`src/rtl/map_table.sv`:
```
// Register-rename map table: 32 AR entries of {PR tag, ready}, 2-wide rename, 4-slot CDB wakeup.
// Optional same-cycle CDB-to-source ready bypass enabled by defining MT_CDB_BYPASS_EN.
module map_table #(
   parameter int CDB_WIDTH = 3
) (
   input  logic                 clock,
   input  logic                 reset,
   input  logic [1:0]           rob_dispatch_num,
   input  logic [6:0]           fl_pr0,
   input  logic [6:0]           fl_pr1,
   input  logic                 rob_ar_a_valid,
   input  logic                 rob_ar_b_valid,
   input  logic                 rob_ar_a1_valid,
   input  logic                 rob_ar_a2_valid,
   input  logic                 rob_ar_b1_valid,
   input  logic                 rob_ar_b2_valid,
   input  logic [4:0]           rob_ar_a,
   input  logic [4:0]           rob_ar_b,
   input  logic [4:0]           rob_ar_a1,
   input  logic [4:0]           rob_ar_a2,
   input  logic [4:0]           rob_ar_b1,
   input  logic [4:0]           rob_ar_b2,
   input  logic [CDB_WIDTH-1:0] cdb_broadcast,
   input  logic [6:0]           cdb_pr_tag0,
   input  logic [6:0]           cdb_pr_tag1,
   input  logic [6:0]           cdb_pr_tag2,
   input  logic [6:0]           cdb_pr_tag3,
   input  logic [4:0]           cdb_ar_tag0,
   input  logic [4:0]           cdb_ar_tag1,
   input  logic [4:0]           cdb_ar_tag2,
   input  logic [4:0]           cdb_ar_tag3,
   output logic [6:0]           rob_p0told,
   output logic [6:0]           rob_p1told,
   output logic [6:0]           rs_pr_a1,
   output logic [6:0]           rs_pr_a2,
   output logic [6:0]           rs_pr_b1,
   output logic [6:0]           rs_pr_b2,
   output logic                 rs_pr_a1_ready,
   output logic                 rs_pr_a2_ready,
   output logic                 rs_pr_b1_ready,
   output logic                 rs_pr_b2_ready
);

   logic [6:0]  r_tag [32];
   logic [31:0] r_ready;

   logic       w_inst0_wr;
   logic       w_inst1_wr;
   logic [3:0] w_cdb_valid;
   logic [6:0] w_cdb_pr [4];
   logic [4:0] w_cdb_ar [4];
   logic [4:0] w_src_ar [4];
   logic [3:0] w_src_fwd;
   logic [6:0] w_src_tag [4];
   logic [3:0] w_src_rdy;

   // Source valid bits are don't-care: sources are always renamed from the table.
   logic       w_unused_valids;
   assign w_unused_valids = ^{rob_ar_a1_valid, rob_ar_a2_valid, rob_ar_b1_valid, rob_ar_b2_valid};

   assign w_inst0_wr = (rob_dispatch_num != 2'd0) && rob_ar_a_valid;
   assign w_inst1_wr = rob_dispatch_num[1] && rob_ar_b_valid;

   assign w_cdb_pr[0] = cdb_pr_tag0;
   assign w_cdb_pr[1] = cdb_pr_tag1;
   assign w_cdb_pr[2] = cdb_pr_tag2;
   assign w_cdb_pr[3] = cdb_pr_tag3;
   assign w_cdb_ar[0] = cdb_ar_tag0;
   assign w_cdb_ar[1] = cdb_ar_tag1;
   assign w_cdb_ar[2] = cdb_ar_tag2;
   assign w_cdb_ar[3] = cdb_ar_tag3;

   assign w_src_ar[0] = rob_ar_a1;
   assign w_src_ar[1] = rob_ar_a2;
   assign w_src_ar[2] = rob_ar_b1;
   assign w_src_ar[3] = rob_ar_b2;

   generate
      for (genvar gi = 0; gi < 4; gi++) begin : g_cdb
         assign w_cdb_valid[gi] = (32'(cdb_broadcast) > gi);
      end

      for (genvar gi = 0; gi < 4; gi++) begin : g_src
         logic w_hit;
`ifdef MT_CDB_BYPASS_EN
         assign w_hit = |(w_cdb_valid & {w_cdb_pr[3] == r_tag[w_src_ar[gi]],
                                         w_cdb_pr[2] == r_tag[w_src_ar[gi]],
                                         w_cdb_pr[1] == r_tag[w_src_ar[gi]],
                                         w_cdb_pr[0] == r_tag[w_src_ar[gi]]});
`else
         assign w_hit = 1'b0;
`endif
         // Only inst1 sources can depend on inst0's destination in the same group.
         if (gi >= 2) begin : g_fwd
            assign w_src_fwd[gi] = w_inst0_wr && (w_src_ar[gi] == rob_ar_a);
         end else begin : g_nofwd
            assign w_src_fwd[gi] = 1'b0;
         end
         assign w_src_tag[gi] = w_src_fwd[gi] ? fl_pr0 : r_tag[w_src_ar[gi]];
         assign w_src_rdy[gi] = w_src_fwd[gi] ? 1'b0 : (r_ready[w_src_ar[gi]] | w_hit);
      end
   endgenerate

   assign rob_p0told = r_tag[rob_ar_a];
   assign rob_p1told = (w_inst0_wr && (rob_ar_b == rob_ar_a)) ? fl_pr0 : r_tag[rob_ar_b];

   assign rs_pr_a1       = w_src_tag[0];
   assign rs_pr_a2       = w_src_tag[1];
   assign rs_pr_b1       = w_src_tag[2];
   assign rs_pr_b2       = w_src_tag[3];
   assign rs_pr_a1_ready = w_src_rdy[0];
   assign rs_pr_a2_ready = w_src_rdy[1];
   assign rs_pr_b1_ready = w_src_rdy[2];
   assign rs_pr_b2_ready = w_src_rdy[3];

   // Later assignments win: CDB wakeup, then inst0 write, then inst1 write.
   always_ff @(posedge clock) begin
      if (reset) begin
         for (int i = 0; i < 32; i++) begin
            r_tag[i] <= 7'(i);
         end
         r_ready <= '1;
      end else begin
         for (int k = 0; k < 4; k++) begin
            if (w_cdb_valid[k] && (r_tag[w_cdb_ar[k]] == w_cdb_pr[k])) begin
               r_ready[w_cdb_ar[k]] <= 1'b1;
            end
         end
         if (w_inst0_wr) begin
            r_tag[rob_ar_a]   <= fl_pr0;
            r_ready[rob_ar_a] <= 1'b0;
         end
         if (w_inst1_wr) begin
            r_tag[rob_ar_b]   <= fl_pr1;
            r_ready[rob_ar_b] <= 1'b0;
         end
      end
   end

endmodule

```
`config.mk`:
```
export PLATFORM = sky130hd
export DESIGN_NAME = map_table
export DESIGN_NICKNAME = d
export VERILOG_FILES = /design/src/rtl/map_table.sv
export SDC_FILE = /design/constraint.sdc
export NUM_CORES = 1
export LEC_CHECK = 0
export ABC_AREA = 0
export CAP_MARGIN = 15
export CORE_AREA = 2 2 242 244
export DETAILED_ROUTE_END_ITERATION = 6
export DIE_AREA = 0 0 244 246
export PLACE_DENSITY = 0.79
export SLEW_MARGIN = 20
export SYNTH_ARGS = -nofsm -noshare
export SYNTH_HDL_FRONTEND = slang
export SYNTH_SLANG_ARGS = --single-unit
```
`constraint.sdc`:
```
create_clock -name clock -period 3.5 [get_ports clock]
set_clock_uncertainty 0.1 [all_clocks]
set_input_delay 0.525 -clock clock [delete_from_list [all_inputs] [get_ports clock]]
set_output_delay 0.525 -clock clock [all_outputs]
set_load 0.02 [all_outputs]
```
==> flow_metrics.py, run 1 <==
metrics = {
    "global_route": {
        "grt_pass1_wl_mm": 328,
        "overflow": 190,
        "grt_max_degree": 78,
        "track_usage_pct": 78.1,
        "grt_pass1_vias": 40959,
    },
    "yosys": {
        "synth.most_common_cell": "mux2i_1",
        "synth_top_area_share_pct": 29.9,
        "synth_area_leaders": "mux4_2 (30%), edfxtp_1 (21%), mux2i_1 (14%)",
        "synth_nets": 3147,
        "ys_seq_area_share_pct": 22.7,
        "synth_edf_count": 224,
        "ys_types": 66,
        "ys_seq_elements": 256,
        "yosys-top-cells-count": "mux2i_1 (465), mux4_2 (432), clkbuf_1 (263)",
        "synth_ff_type": "edfxtp_1",
        "syn_avg_cell_area_um2": 10.7,
        "synth.largest_area_cell": "mux4_2",
        "synth_area_um2": 32500,
        "syn_inst": 3042,
        "yosys_warnings": 0,
        "synth_async_sr_flop_share_pct": 0,
    },
    "clock_network": {
        "cts_buffers": 21,
        "cts_max_level": 1,
        "clock-sinks": 256,
        "clock_tree.buffer_depth": 3,
        "cts-root-buf": "clkbuf_16",
    },
    "floorplanning": {
        "start_util_pct": 56.7,
        "die_h_um": 246,
        "num_rows": 88,
        "ios": 151,
        "die_w_um": 244,
    },
    "outcome": {
        "firstError": "[ERROR GRT-0116] Global routing finished with congestion. Check the congestion regions in the DRC Viewer.",
        "status": "aborted with a tool error",
        "haltStage": "global routing (5_1_grt)",
    },
    "placed_design": {
        "io_buffers": 146,
        "dp_hpwl_mm": 159,
        "place.gp.congestion": 1.40,
        "place_worst_setup_slack_ns": -0.982,
    },
}
[metrics by stage]
step	utilization, %	setup TNS [ns]	instance area (um2)	hold WS, ns	instances
detailed placement	70.9	-31.80	40700	0.600	4254
CTS	74.9	-0.0872	43000	0.544	4438
global placement	70.9	-42.08	40700	0.558	4254
floorplan	-	0	32500	0.494	3042
[per-layer routing]
metal	global-route usage [%]	GRT overflow
met1	81.0	9
met2	91.8	117
met3	66.3	9
met4	69.3	54
met5	39.5	1
[cells by family after synthesis]
logic type | Yosys count | synth area share (%)
mux | 914 | 44.8
buf+inv | 577 | 6.95
flops | 256 | 22.7
simple gates | 586 | 9.90
compound gates | 669 | 14.6
xor+xnor | 40 | 1.08
[timing repair]
action | in CTS
hold buffers | 0
pin swaps | 9
buffers inserted | 148
gates resized for setup | 211
cloned | 3
endpoints found under the setup margin | 68
==> run 2: changes to the inputs <==
Settings changed: CORE_AREA 2 2 242 244 to 2 2 289 291, DIE_AREA 0 0 244 246 to 0 0 291 293, PLACE_DENSITY 0.79 to unset, PLACE_DENSITY_LB_ADDON set to 0.15.
Clock period 3.5 ns to 4.5 ns, I/O delays scaled along.
==> run 2 against run 1 <==
  * The flow now finishes, with violations (setup timing)
  * Synthesized cell count is the same
  * Area after synthesis is the same
==> flow_metrics.py, run 2 <==
metrics = {
    "timing": {
        "finalCritPeriodShare_pct": 101,
        "setup_viol": 1,
        "slew_viol_final": 0,
        "clock.fmax_mhz": 221,
        "setup_tns_ns": -0.0289,
        "rsz0062_at_grt": "no",
        "hold_viol": 0,
        "min_period_ns": 4.53,
        "hold_ws_ns": 0.677,
        "max_slew_margin_pct": 20.8,
        "tightest_slew_ns": 1.19,
        "worst_slack_ns": -0.0289,
    },
    "clock_network": {
        "clock_tree.buffer_depth": 3,
        "cts_max_level": 1,
        "clock-sinks": 256,
        "cts_tree": "yes",
        "cts-root-buf": "clkbuf_16",
        "cts-hold-fix-buffers": 0,
        "cts_buffers": 23,
        "cts_setup_buffers": 0,
        "clock_latency_ns": 0.56,
        "clk_pin_slew_worst_paths_ns": 0.08,
        "cts_resized": 1,
    },
    "route": {
        "routed_wl_mm": 211,
        "vias_per_cell": 8.20,
        "dr.first_iter.drc_count": 6558,
        "dr_wl_met3_mm": 34.4,
        "met1_length_mm": 71.8,
        "firstDrtPassIters": 7,
        "highest_layer": "met5",
        "vias": 33714,
        "ant_nets": 0,
        "drc": 0,
        "wl_per_cell_um": 51.3,
        "met2_wirelength_mm": 85.5,
    },
    "finish": {
        "fin_util_pct": 45.9,
        "mostFrequentLayoutCell": "mux2i_1",
        "area_growth_pct": 15.6,
        "drive_above_1_share_pct": 30.9,
        "multi_input_area_um2": 22900,
        "mostFrequentLayoutCells": "mux2i_1 (465), mux4_2 (432), buf_4 (312)",
        "largest_reg_flops": 224,
        "largestRegisters": "r_tag (224), r_ready (32)",
        "seq_area_um2": 7370,
        "fill_cells": 7482,
        "regMostFlops": "r_tag",
        "finalNetCount": 3123,
    },
    "worst_setup_path": {
        "cp_max_fo": 10,
        "rrSetupSlack_ns": 0.40,
        "cp_slowest_stage_delay_ns": 0.79,
        "reg2reg_to": "r_ready[20]",
        "timing.critical_path.mode_cell": "mux4_2",
        "r2r_start": "r_tag[3][5]",
        "path_class": "reg2out",
        "crit_chain": "mux4_2 -> mux4_2 -> mux2i_1 -> a21oi_1 -> clkdlybuf4s50_1",
        "required_ns": 3.72,
        "r2r.worst_path.cells": 11,
        "cp_slowest_cell": "edfxtp_1",
        "cp-end-kind": "output port",
        "cp.arrival_ns": 3.75,
        "crit_path_start_kind": "flip-flop",
    },
    "placed_design": {
        "place.gp.congestion": 1.09,
        "io_buffers": 146,
        "dp_hpwl_mm": 155,
        "place_worst_setup_slack_ns": -0.183,
    },
    "yosys": {
        "synth.most_common_cell": "mux2i_1",
        "syn_avg_cell_area_um2": 10.7,
        "synth_top_area_share_pct": 29.9,
        "ys_seq_area_share_pct": 22.7,
        "synth_nets": 3147,
        "yosys_warnings": 0,
        "synth_ff_type": "edfxtp_1",
        "synth_async_sr_flop_share_pct": 0,
        "syn_inst": 3042,
        "ys_seq_elements": 256,
        "yosys-top-cells-count": "mux2i_1 (465), mux4_2 (432), clkbuf_1 (263)",
        "synth.largest_area_cell": "mux4_2",
        "synth_area_leaders": "mux4_2 (30%), edfxtp_1 (21%), mux2i_1 (14%)",
        "synth_area_um2": 32500,
        "ys_types": 66,
        "synth_edf_count": 224,
    },
    "global_route": {
        "antenna_found_initial": 12,
        "track_usage_pct": 47.9,
        "grt_pass1_vias": 31711,
        "grt_max_degree": 66,
        "overflow": 0,
        "grt_pass1_wl_mm": 279,
    },
    "outcome": {
        "status": "complete, but fails checks",
        "violations": "setup timing",
    },
    "min_path": {
        "min_from": "r_ready[18]",
        "whs_endpoint": "r_ready[18]",
        "hold_path_class": "reg2reg",
        "holdPathStages": 2,
    },
    "pwr": {
        "p_per_area_nw_per_um2": 236,
        "pwr-share-clk_pct": 24.6,
        "p_seq_share_pct": 39.5,
        "vdd_ir_drop_max_mv": 0.407,
        "finalPower_mw": 8.88,
        "p_int_mw": 5.42,
        "leakage_nw": 13.4,
        "p_sw_mw": 3.47,
        "switching_share_pct": 39.0,
        "comb_power_share_pct": 35.9,
    },
    "floorplanning": {
        "num_rows": 105,
        "die_h_um": 293,
        "die-area_um2": 85300,
        "core_area_um2": 81800,
        "die_w_um": 291,
        "ios": 151,
        "start_util_pct": 39.7,
    },
    "job": {
        "drv_cap": 0,
    },
}
## run 2: cell counts after synthesis
No cell type changed its count.
## run 2: area by class of cell
class,instances,area share (%)
Sequential cell,256,19.6
Multi-Input combinational cell,2209,61.0
Antenna cell,4,0.0266
Inverter,12,0.120
Clock buffer,25,1.55
Clock inverter,17,0.586
Tap cell,1070,3.56
Timing Repair Buffer,516,13.5
## run 2: worst max-delay path by stage
| stage | start | end | slack, ns |
|---|---|---|---|
| after floorplan | rob_ar_a[0] | rob_p1told[4] | 0.67 |
| after global placement | cdb_ar_tag1[3] | r_ready[26] | -0.14 |
| after detailed placement | cdb_ar_tag3[3] | r_ready[20] | -0.18 |
| after CTS | rob_ar_a[4] | rob_p1told[3] | 0.09 |
| after global routing | rob_ar_a[4] | rob_p1told[3] | 0.12 |
| final | r_tag[2][3] | rs_pr_b1[3] | -0.03 |
## run 2: cell families after synthesis
group	share of synthesized area (%)
xor+xnor	1.08
compound gates	14.6
simple gates	9.90
mux	44.8
flops	22.7
buf+inv	6.95
## run 2: through the flow
stage                     instance area, um2  instances
after global placement                 36800       4063
after global routing                   37600       4106
after floorplan                        32500       3042
after CTS                              37600       4105
after detailed placement               36800       4063
final                                  37600       4109
## run 2: power groups by stage
stage	sequential, mW	clock (mW)	combinational [mW]
after floorplan	2.77	0	2.12
after global placement	3.42	0	3.06
after detailed placement	3.42	0	3.09
after CTS	3.37	2.17	3.10
after global routing	3.42	2.26	3.26
final	3.51	2.19	3.19
## run 2: routing by layer
metal / vias up / global-route usage, %
met5: - / 1.30
met4: 14 / 33.4
met3: 908 / 19.9
met2: 3814 / 67.4
met1: 16687 / 59.2
li1: 12291 / -
## run 2: critical path: cells and delay by family (launching register included)
| kind | cells | cell delay (ns) |
|---|---|---|
| flip-flops | 1 | 0.79 |
| AO/OA/AOI/OAI | 1 | 0.23 |
| buffers and inverters | 1 | 0.59 |
| multiplexers | 3 | 1.58 |
Power figures use the tool's default switching activity.
